**config.mk**
```make
export PLATFORM = sky130hd
export DESIGN_NAME = rsa_batch_scheduler_flat
export DESIGN_NICKNAME = d
export VERILOG_FILES = /design/src/rtl/rsa_batch_scheduler_if.sv /design/src/rtl/rsa_batch_scheduler.sv /design/src/flat_wrapper.sv
export SDC_FILE = /design/constraint.sdc
export NUM_CORES = 1
export LEC_CHECK = 0
export CAP_MARGIN = 5
export CORE_ASPECT_RATIO = 0.9
export CORE_MARGIN = 10
export CORE_UTILIZATION = 44
export CTS_BUF_LIST = sky130_fd_sc_hd__clkbuf_8
export DETAILED_ROUTE_END_ITERATION = 6
export PLACE_DENSITY = 0.88
export SLEW_MARGIN = 15
export SYNTH_ARGS = -nofsm -noshare
export SYNTH_HDL_FRONTEND = slang
export SYNTH_SLANG_ARGS = --single-unit
```
**constraint.sdc**
```tcl
create_clock -name clk -period 3.3 [get_ports clk]
set_input_delay 0.33 -clock clk [delete_from_list [all_inputs] [get_ports clk]]
set_output_delay 0.33 -clock clk [all_outputs]
set_load 0.03 [all_outputs]
```
**src/rtl/rsa_batch_scheduler_if.sv**
```systemverilog
// Host / store / mod-exp / consumer bundle for rsa_batch_scheduler.
// err exists only when RSA_SCHED_TIMEOUT_EN is defined.
interface rsa_batch_scheduler_if #(
  parameter int DATA_W = 32,
  parameter int ADDR_W = 5
);
  logic              in_valid;
  logic              in_last;
  logic              in_ready;
  logic              st_wr_en;
  logic [ADDR_W-1:0] st_wr_addr;
  logic              st_rd_en;
  logic [ADDR_W-1:0] st_rd_addr;
  logic [DATA_W-1:0] st_n;
  logic [DATA_W-1:0] st_d;
  logic [DATA_W-1:0] st_c;
  logic              me_start;
  logic [DATA_W-1:0] me_n;
  logic [DATA_W-1:0] me_d;
  logic [DATA_W-1:0] me_c;
  logic              me_done;
  logic [DATA_W-1:0] me_result;
  logic              out_valid;
  logic [DATA_W-1:0] out_data;
  logic [ADDR_W-1:0] out_index;
  logic              out_ready;
  logic              busy;
  logic [ADDR_W:0]   batch_len;
`ifdef RSA_SCHED_TIMEOUT_EN
  logic              err;
`endif

  modport master (
    input  in_valid, in_last,
    input  st_n, st_d, st_c,
    input  me_done, me_result,
    input  out_ready,
`ifdef RSA_SCHED_TIMEOUT_EN
    output err,
`endif
    output in_ready,
    output st_wr_en, st_wr_addr,
    output st_rd_en, st_rd_addr,
    output me_start, me_n, me_d, me_c,
    output out_valid, out_data, out_index,
    output busy, batch_len
  );

  modport slave (
    output in_valid, in_last,
    output st_n, st_d, st_c,
    output me_done, me_result,
    output out_ready,
`ifdef RSA_SCHED_TIMEOUT_EN
    input  err,
`endif
    input  in_ready,
    input  st_wr_en, st_wr_addr,
    input  st_rd_en, st_rd_addr,
    input  me_start, me_n, me_d, me_c,
    input  out_valid, out_data, out_index,
    input  busy, batch_len
  );
endinterface

```
**src/rtl/rsa_batch_scheduler.sv**
```systemverilog
// RSA decrypt batch scheduler: store control, mod-exp launch, tagged output.
// Option RSA_SCHED_TIMEOUT_EN adds a WAIT_ME watchdog and the err output.
module rsa_batch_scheduler #(
  parameter int DATA_W      = 32,
  parameter int DEPTH       = 32,
  parameter int ADDR_W      = 5,
  parameter int TIMEOUT_CYC = 4096
) (
  input logic                   clk,
  input logic                   rst,
  rsa_batch_scheduler_if.master bus
);

  localparam logic [ADDR_W:0] L_DEPTH = (ADDR_W+1)'(DEPTH);

  typedef enum logic [2:0] {
    S_IDLE,
    S_LOAD,
    S_FETCH,
    S_WAIT_RD,
    S_LAUNCH,
    S_WAIT_ME,
    S_EMIT
  } state_t;

  state_t            r_state;
  state_t            w_next;
  logic [ADDR_W:0]   r_len;
  logic [ADDR_W-1:0] r_rd_ptr;
  logic [DATA_W-1:0] r_me_n;
  logic [DATA_W-1:0] r_me_d;
  logic [DATA_W-1:0] r_me_c;
  logic [DATA_W-1:0] r_out_data;
  logic [ADDR_W-1:0] r_out_idx;

  logic              w_in_ready;
  logic              w_accept;
  logic              w_close;
  logic [ADDR_W:0]   w_len_nxt;
  logic [ADDR_W:0]   w_ptr_inc;
  logic              w_pop;
  logic              w_done;
  logic              w_rd_en;
  logic              w_start;
  logic              w_out_valid;
  logic              w_busy;
  logic [ADDR_W-1:0] w_wr_addr;

`ifdef RSA_SCHED_TIMEOUT_EN
  localparam int TO_W = $clog2(TIMEOUT_CYC + 1);
  localparam logic [TO_W-1:0] TO_LAST = TO_W'(TIMEOUT_CYC - 1);
  logic [TO_W-1:0] r_to_cnt;
  logic            r_err;
  logic            w_tmo;
`endif

  // in_ready is forced low while rst is held, even though the state is IDLE
  assign w_in_ready = !rst &&
    ((r_state == S_IDLE) ||
     ((r_state == S_LOAD) && (r_len < L_DEPTH)));
  assign w_accept  = bus.in_valid & w_in_ready;
  assign w_len_nxt = (r_state == S_IDLE) ?
    (ADDR_W+1)'(1) : r_len + 1'b1;
  assign w_close   = w_accept &
    (bus.in_last | (w_len_nxt == L_DEPTH));
  assign w_ptr_inc = {1'b0, r_rd_ptr} + 1'b1;

  always_ff @(posedge clk) begin
    if (rst) r_state <= S_IDLE;
    else     r_state <= w_next;
  end

  always_comb begin
    w_next      = r_state;
    w_wr_addr   = '0;
    w_rd_en     = 1'b0;
    w_start     = 1'b0;
    w_out_valid = 1'b0;
    w_pop       = 1'b0;
    w_done      = 1'b0;
    w_busy      = 1'b1;
`ifdef RSA_SCHED_TIMEOUT_EN
    w_tmo       = 1'b0;
`endif
    unique case (r_state)
      S_IDLE: begin
        w_busy = 1'b0;
        if (w_accept)
          w_next = w_close ? S_FETCH : S_LOAD;
      end
      S_LOAD: begin
        w_wr_addr = r_len[ADDR_W-1:0];
        if (w_accept && w_close)
          w_next = S_FETCH;
      end
      S_FETCH: begin
        w_rd_en = 1'b1;
        w_next  = S_WAIT_RD;
      end
      S_WAIT_RD: w_next = S_LAUNCH;
      S_LAUNCH: begin
        w_start = 1'b1;
        w_next  = S_WAIT_ME;
      end
      S_WAIT_ME: begin
        if (bus.me_done) begin
          w_done = 1'b1;
          w_next = S_EMIT;
        end
`ifdef RSA_SCHED_TIMEOUT_EN
        else if (r_to_cnt == TO_LAST) begin
          w_tmo  = 1'b1;
          w_next = S_EMIT;
        end
`endif
      end
      S_EMIT: begin
        w_out_valid = 1'b1;
        if (bus.out_ready) begin
          w_pop  = 1'b1;
          w_next = (w_ptr_inc == r_len) ? S_IDLE : S_FETCH;
        end
      end
      default: w_next = S_IDLE;
    endcase
  end

  always_ff @(posedge clk) begin
    if (rst) begin
      r_len      <= '0;
      r_rd_ptr   <= '0;
      r_me_n     <= '0;
      r_me_d     <= '0;
      r_me_c     <= '0;
      r_out_data <= '0;
      r_out_idx  <= '0;
    end else begin
      if (w_accept) r_len <= w_len_nxt;
      if (w_close)  r_rd_ptr <= '0;
      else if (w_pop) r_rd_ptr <= r_rd_ptr + 1'b1;
      if (r_state == S_WAIT_RD) begin
        r_me_n <= bus.st_n;
        r_me_d <= bus.st_d;
        r_me_c <= bus.st_c;
      end
      if (w_done) begin
        r_out_data <= bus.me_result;
        r_out_idx  <= r_rd_ptr;
      end
`ifdef RSA_SCHED_TIMEOUT_EN
      else if (w_tmo) begin
        r_out_data <= '0;
        r_out_idx  <= r_rd_ptr;
      end
`endif
    end
  end

`ifdef RSA_SCHED_TIMEOUT_EN
  always_ff @(posedge clk) begin
    if (rst) begin
      r_to_cnt <= '0;
      r_err    <= 1'b0;
    end else begin
      if (r_state == S_LAUNCH)       r_to_cnt <= '0;
      else if (r_state == S_WAIT_ME) r_to_cnt <= r_to_cnt + 1'b1;
      if (w_done)     r_err <= 1'b0;
      else if (w_tmo) r_err <= 1'b1;
    end
  end

  assign bus.err = r_err;
`endif

  assign bus.in_ready   = w_in_ready;
  assign bus.st_wr_en   = w_accept;
  assign bus.st_wr_addr = w_wr_addr;
  assign bus.st_rd_en   = w_rd_en;
  assign bus.st_rd_addr = r_rd_ptr;
  assign bus.me_start   = w_start;
  assign bus.me_n       = r_me_n;
  assign bus.me_d       = r_me_d;
  assign bus.me_c       = r_me_c;
  assign bus.out_valid  = w_out_valid;
  assign bus.out_data   = r_out_data;
  assign bus.out_index  = r_out_idx;
  assign bus.busy       = w_busy;
  assign bus.batch_len  = r_len;

endmodule

```
**src/flat_wrapper.sv**
```systemverilog
// flat-port wrapper written by rule: the top's interface ports become plain ports
module rsa_batch_scheduler_flat 
#(
  parameter int DATA_W      = 32,
  parameter int DEPTH       = 32,
  parameter int ADDR_W      = 5,
  parameter int TIMEOUT_CYC = 4096
)
  (clk, rst, bus_in_valid, bus_in_last, bus_st_n, bus_st_d, bus_st_c, bus_me_done, bus_me_result, bus_out_ready, bus_in_ready, bus_st_wr_en, bus_st_wr_addr, bus_st_rd_en, bus_st_rd_addr, bus_me_start, bus_me_n, bus_me_d, bus_me_c, bus_out_valid, bus_out_data, bus_out_index, bus_busy, bus_batch_len);
  rsa_batch_scheduler_if #(.DATA_W(DATA_W), .ADDR_W(ADDR_W)) bus_i ();
  input logic clk;
  input logic rst;
  input wire logic [$bits(bus_i.in_valid)-1:0] bus_in_valid;
  input wire logic [$bits(bus_i.in_last)-1:0] bus_in_last;
  input wire logic [$bits(bus_i.st_n)-1:0] bus_st_n;
  input wire logic [$bits(bus_i.st_d)-1:0] bus_st_d;
  input wire logic [$bits(bus_i.st_c)-1:0] bus_st_c;
  input wire logic [$bits(bus_i.me_done)-1:0] bus_me_done;
  input wire logic [$bits(bus_i.me_result)-1:0] bus_me_result;
  input wire logic [$bits(bus_i.out_ready)-1:0] bus_out_ready;
  output wire logic [$bits(bus_i.in_ready)-1:0] bus_in_ready;
  output wire logic [$bits(bus_i.st_wr_en)-1:0] bus_st_wr_en;
  output wire logic [$bits(bus_i.st_wr_addr)-1:0] bus_st_wr_addr;
  output wire logic [$bits(bus_i.st_rd_en)-1:0] bus_st_rd_en;
  output wire logic [$bits(bus_i.st_rd_addr)-1:0] bus_st_rd_addr;
  output wire logic [$bits(bus_i.me_start)-1:0] bus_me_start;
  output wire logic [$bits(bus_i.me_n)-1:0] bus_me_n;
  output wire logic [$bits(bus_i.me_d)-1:0] bus_me_d;
  output wire logic [$bits(bus_i.me_c)-1:0] bus_me_c;
  output wire logic [$bits(bus_i.out_valid)-1:0] bus_out_valid;
  output wire logic [$bits(bus_i.out_data)-1:0] bus_out_data;
  output wire logic [$bits(bus_i.out_index)-1:0] bus_out_index;
  output wire logic [$bits(bus_i.busy)-1:0] bus_busy;
  output wire logic [$bits(bus_i.batch_len)-1:0] bus_batch_len;
  assign bus_i.in_valid = bus_in_valid;
  assign bus_i.in_last = bus_in_last;
  assign bus_i.st_n = bus_st_n;
  assign bus_i.st_d = bus_st_d;
  assign bus_i.st_c = bus_st_c;
  assign bus_i.me_done = bus_me_done;
  assign bus_i.me_result = bus_me_result;
  assign bus_i.out_ready = bus_out_ready;
  assign bus_in_ready = bus_i.in_ready;
  assign bus_st_wr_en = bus_i.st_wr_en;
  assign bus_st_wr_addr = bus_i.st_wr_addr;
  assign bus_st_rd_en = bus_i.st_rd_en;
  assign bus_st_rd_addr = bus_i.st_rd_addr;
  assign bus_me_start = bus_i.me_start;
  assign bus_me_n = bus_i.me_n;
  assign bus_me_d = bus_i.me_d;
  assign bus_me_c = bus_i.me_c;
  assign bus_out_valid = bus_i.out_valid;
  assign bus_out_data = bus_i.out_data;
  assign bus_out_index = bus_i.out_index;
  assign bus_busy = bus_i.busy;
  assign bus_batch_len = bus_i.batch_len;
  rsa_batch_scheduler #(.DATA_W(DATA_W), .DEPTH(DEPTH), .ADDR_W(ADDR_W), .TIMEOUT_CYC(TIMEOUT_CYC)) u_core (.clk(clk), .rst(rst), .bus(bus_i));
endmodule
```
# Word level (Yosys, flattened, before mapping)
# Index checks and enable logic that the tools add are counted.
word_totals:
  ff_bits: 147
  inputBits: 134
  output_inout_bits: 155
  wordCells: 52
op_classes:
  n_addsub: 3
  n_lt_le_gt_ge: 1
  eq_ne: 12
  mux: 17
  bitwise_logic: 3
  reduce_logical: 8
op_table:
  columns: ["operator", "count"]
  rows:
  - ["case mux 3 bit (7 select lines)", 1]
  - ["two-way mux 3 bit", 4]
  - ["== test 3 bit, second input constant", 3]
  - ["two-way mux 1 bit", 8]
  - ["adder 5 x 1 -> 6 bit, second input constant", 1]
  - ["adder 6 x 1 -> 6 bit, second input constant", 1]
  - ["== test 3 x 2 -> 1 bit, second input constant", 2]
  - ["== test 6 bit", 1]
  - ["== test 6 bit, second input constant", 1]
  - ["less-than comparator 6 bit, second input constant", 1]
  - ["two-way mux 6 bit", 1]
  - ["inequality test 2 bit, second input constant", 3]
  - ["adder 5 x 1 -> 5 bit, second input constant", 1]
  - ["two-way mux 5 bit", 1]
  - ["two-way mux 2 bit", 2]
  - ["AND reduction 4 bit", 1]
  - ["== test 3 x 1 -> 1 bit, second input constant", 1]
  - ["logical AND 1 bit", 3]
  - ["logical NOT 3 bit", 1]
  - ["AND 1 bit", 2]
  - ["inequality test 2 x 1 -> 1 bit, second input constant", 1]
  - ["OR reduction 2 bit", 1]
  - ["logical NOT 1 bit", 1]
  - ["logical OR 1 bit", 1]
  - ["OR 1 bit", 1]

# Logic depth before layout (Yosys ltp)
logic_depth:
  ltp_word: 9
  mapped_depth: 7
  mapped_depth_nobuf: 6

# Least setup slack after synthesis
# Ideal clock, no wire load.
synth_path:
  path_kind: "reg-to-reg"
  start: "reg u_core.r_len[0], in the netlist u_core.bus.batch_len[0]"
  end: "reg u_core.r_state[1]"
  setup_ns: 0.086
  arrival_ns: 1.702
  t_required_ns: 3.214
  path_slack_ns: 1.512
  stages_incl_launch_ff: 7
  n_path_buf: 0
  period_less_slack_ns: 1.788
  cell_sequence: "dfxtp_1 > ha_1 > nor3b_1 > nand4_1 > o21ai_2 > o211ai_1 > a221oi_2"
synth_via:
  elab_chain_cells: 9
  elab_cells_between_ends: 20
  cone_classes: "add/sub: 1; order compare: 1; eq/ne: 4; mux: 6; bitwise: 3; reduce/logical: 5"
synth_lines:
  columns: ["element", "line", "text"]
  rows:
  - ["start, declared", "rsa_batch_scheduler.sv:28", "logic [ADDR_W:0] r_len;"]
  - ["start signal, assigned", "rsa_batch_scheduler.sv:138", "if (w_accept) r_len <= w_len_nxt;"]
  - ["parallel branches: the longest is 9 deep, another holds adder 6 x 1 -> 6 bit", null, null]
  - ["end signal, assigned", "rsa_batch_scheduler.sv:70", "else r_state <= w_next;"]
  - ["end, declared", "rsa_batch_scheduler.sv:26", "state_t r_state;"]
# Parallel ways; which one is timed is not known. The select of a mux whose other input is x is not followed.
# A chain may end at the register's enable or synchronous reset.

# Worst setup path after layout
layout_path:
  start: "reg u_core.r_state[1]"
  end: "out bus_st_wr_en"
layout_via:
  elab_chain_cells: 5
  elab_cells_between_ends: 6
  cone_classes: "eq/ne: 1; bitwise: 1; reduce/logical: 4"
layout_lines:
  columns: ["element", "line", "text"]
  rows:
  - ["== test 3 x 1 -> 1 bit", "rsa_batch_scheduler.sv:60", "((r_state == S_LOAD) && (r_len < L_DEPTH)));"]
  - ["logical AND 1 bit", "rsa_batch_scheduler.sv:60", null]
  - ["logical OR 1 bit *", "rsa_batch_scheduler.sv:59", "((r_state == S_IDLE) ||"]
  - ["logical AND 1 bit *", "rsa_batch_scheduler.sv:58", "assign w_in_ready = !rst &&"]
  - ["AND 1 bit *", "rsa_batch_scheduler.sv:61", "assign w_accept = bus.in_valid & w_in_ready;"]
  - ["end, declared", "flat_wrapper.sv:22", "output wire logic [$bits(bus_i.st_wr_en)-1:0] bus_st_wr_en;"]
# Mark *: on every way between the ends. The rest lies on a longest branch, timed or not.

==> results.cfg <==
[yosys]
synthCells = 708
syn_area_um2 = 5550
syn_area_per_cell_um2 = 7.83
yosysWarningCount = 0
ys_seq_elements = 147
synth_seq_area_share_pct = 53.1
synth.distinct_cells = 40
syn-num-nets = 844
async_flop_share_pct = 0
synth_ff_type = dfxtp_1
synth_edf_count = 0

[drt]
wire_per_inst_um = 17.1
vias = 5725
ant_nets = 0
drc_errors = 0
viasPerCell = 5.04
wl_um = 19400
drt-initial-drc-count = 435
dr.pass1.iters = 5

[timing]
tns_ps = 0
finalClockSkew_ps = 9.90
setup_violations = 0
max_freq_mhz = 378
max_slew_margin_pct = 48.6
period_needed_ps = 2650
finalCritPeriodShare_pct = 80.2
hold_violations = 0
worst_pin_slew_ps = 770
slew_viol_final = 0
grt_setup_unrepaired = no

[global_routing]
grt_start_max_net_pins = 77
track_usage_pct = 21.1
grt_pass1_wl_um = 30100
first_global_vias = 5460
antenna_found_initial = 0
grt_overflow = 0

[worst_setup_path]
crit_slowest_cell = clkdlybuf4s50_1
critical_path.startpoint_type = register
path_cells = nor4b_4 -> nand2_1 -> inv_1 -> clkdlybuf4s50_1
r2r_cells = 5
r2r_start = u_core.r_state[0]$_SDFFE_PP0P_
rrSetupSlack_ps = 1080
cp_max_fo = 15
endpoint_kind = primary output
critical_path_arrival_ps = 2320
critPathMaxStageDelay_ps = 690
r2r-end = u_core.bus.me_d[26]$_SDFFE_PP0N_
worstPathRequired_ps = 2970
worstSetupPathType = register to primary output

[cells_and_area]
area_growth_pct = 59.2
seq_area_um2 = 2940
fillers = 927
antenna_cells = 0
finalNetCount = 1104
layout_commonest_cell = clkdlybuf4s50_1
multiInputGateArea_um2 = 2360
stdcell_count = 1136
final_layout_size_suffix_gt1_share_pct = 3.89
mostFrequentLayoutCells = 287 x clkdlybuf4s50_1, 281 x nand2_1, 147 x dfxtp_1
postLayoutCellArea_um2 = 8830

[floorplan]
die_h_um = 127
num_rows = 38
die_width_um = 138
die_area_um2 = 17500
start_util_pct = 45.4
coreArea_um2 = 12200
ios = 289

[clocking]
cts_root_buffer = clkbuf_8
cts_inserted_buffers = 17
post_cts_buffers = 0
clkSinkCount = 147
post_cts_resized = 0
path_clk_slew_ps = 80
clk_latency_ps = 440
cts_tree = done
cts_buffer_depth = 2
cts_max_level = 4
cts_hold_buf = 0

[power]
ir_drop_mv = 0.343
power_density_nw_per_um2 = 414
power.leakage_nw = 3.02
power_w = 0.00365

[placed_design]
routabilityCongestion = 0.816
portBuffers = 288
dp_cells = 1109
place_area_um2 = 8480
hpwl_um = 14400

[hold_path]
holdPathStages = 3
min_from = bus_st_d[0]
hold_end = u_core.bus.me_d[0]$_SDFFE_PP0N_
min_path_type = input pin to register

[flow_run]
drv_cap = 0

[status]
status = finished clean
[per-layer routing]
layer | vias to the layer above | GRT usage (%) | wire length (um)
li1 | 2826 | - | -
met1 | 2650 | 22.8 | 7400
met2 | 229 | 35.8 | 9600
met3 | 20 | 10.4 | 2130
met4 | 0 | 6.69 | 269
met5 | - | 0 | 0
[stage by stage]
step                hold slack, ps  setup WS, ps  utilization, %
finish                         432           654            72.3
global route                   402           477            72.3
detailed placement             446           809            69.4
CTS                            398           614            72.3
global placement               440           850            69.4
floorplan                      466          1510               -
[area by class of cell]
| type | count | area share, % |
|---|---|---|
| well taps | 160 | 2.27 |
| repair buffers | 294 | 33.6 |
| flip-flops and latches | 147 | 33.3 |
| multi-input cells | 504 | 26.7 |
| clock buffers | 19 | 2.96 |
| clock inverters | 8 | 1.03 |
| inverters | 4 | 0.170 |
[registers in the layout, indices dropped and copies added, names as in the netlist]
signal and count:
u_core.bus.out_index 5, u_core.bus.out_data 32, u_core.bus.me_c 32, u_core.bus.me_d 32, u_core.bus.me_n 32, u_core.bus.st_rd_addr 5, u_core.r_state 3, u_core.bus.batch_len 6
[where the power goes]
group          total [W]  switching (W)  internal, W
clock            0.00131       0.000623     0.000682
sequential       0.00185      0.0000406      0.00181
combinational   0.000498       0.000243     0.000256
[worst max-delay path: cells and delay by family, from the launching register on]
kind	cells	cell delay (ps)
simple gates	2	580
buf+inv	2	820
flops	1	490
[kinds of logic (layout without fill, tap and decap cells)]
logic type | count (synthesis) | after routing | share of synthesized area [%]
adders and majority gates | 2 | 2 | 0.451
DFF | 147 | 147 | 53.1
xor gates and xnor gates | 14 | 14 | 2.21
AOI/OAI and AO/OA | 155 | 155 | 14.6
and+or+nand+nor | 332 | 332 | 24.8
buffers and inverters | 57 | 325 | 4.69
muxes | 1 | 1 | 0.180
[synth_stat cells, types with 2 or more instances]
| master | count | area share, % |
|---|---|---|
| clkbuf_1 | 25 | 1.7 |
| nor2_1 | 14 | 0.95 |
| buf_4 | 2 | 0.27 |
| nand2_1 | 281 | 19 |
| o21ai_0 | 5 | 0.45 |
| a21oi_1 | 140 | 13 |
| xor2_1 | 6 | 0.95 |
| nor3b_1 | 2 | 0.27 |
| buf_2 | 24 | 2.2 |
| a211oi_1 | 2 | 0.27 |
| nor3_1 | 3 | 0.27 |
| xnor2_1 | 8 | 1.3 |
| a31oi_1 | 2 | 0.23 |
| nand4_1 | 4 | 0.45 |
| or3_1 | 2 | 0.23 |
| nand3_1 | 6 | 0.54 |
| ha_1 | 2 | 0.45 |
| inv_1 | 4 | 0.27 |
| and4_1 | 2 | 0.32 |
| nand2b_1 | 2 | 0.23 |
| dfxtp_1 | 147 | 53 |
| and3_1 | 7 | 0.79 |
[how the worst max path moves through the flow]
| stage | startpoint | to | slack [ps] | cells past startpoint |
|---|---|---|---|---|
| 2_1_floorplan | u_core.bus.batch_len[0]$_SDFFE_PP0P_ | u_core.r_state[1]$_SDFFE_PP0P_ | 1510 | 6 |
| 3_5_place_dp | bus_in_valid | bus_st_wr_en | 810 | 5 |
| 4_1_cts | u_core.r_state[1]$_SDFFE_PP0P_ | bus_st_wr_en | 610 | 4 |
| 6_report | u_core.r_state[1]$_SDFFE_PP0P_ | bus_st_wr_en | 650 | 4 |
| 5_1_grt | u_core.r_state[1]$_SDFFE_PP0P_ | bus_st_wr_en | 480 | 4 |
| 3_3_place_gp | bus_in_valid | bus_st_wr_en | 850 | 5 |
No activity file was read; power rests on OpenSTA's default activity.
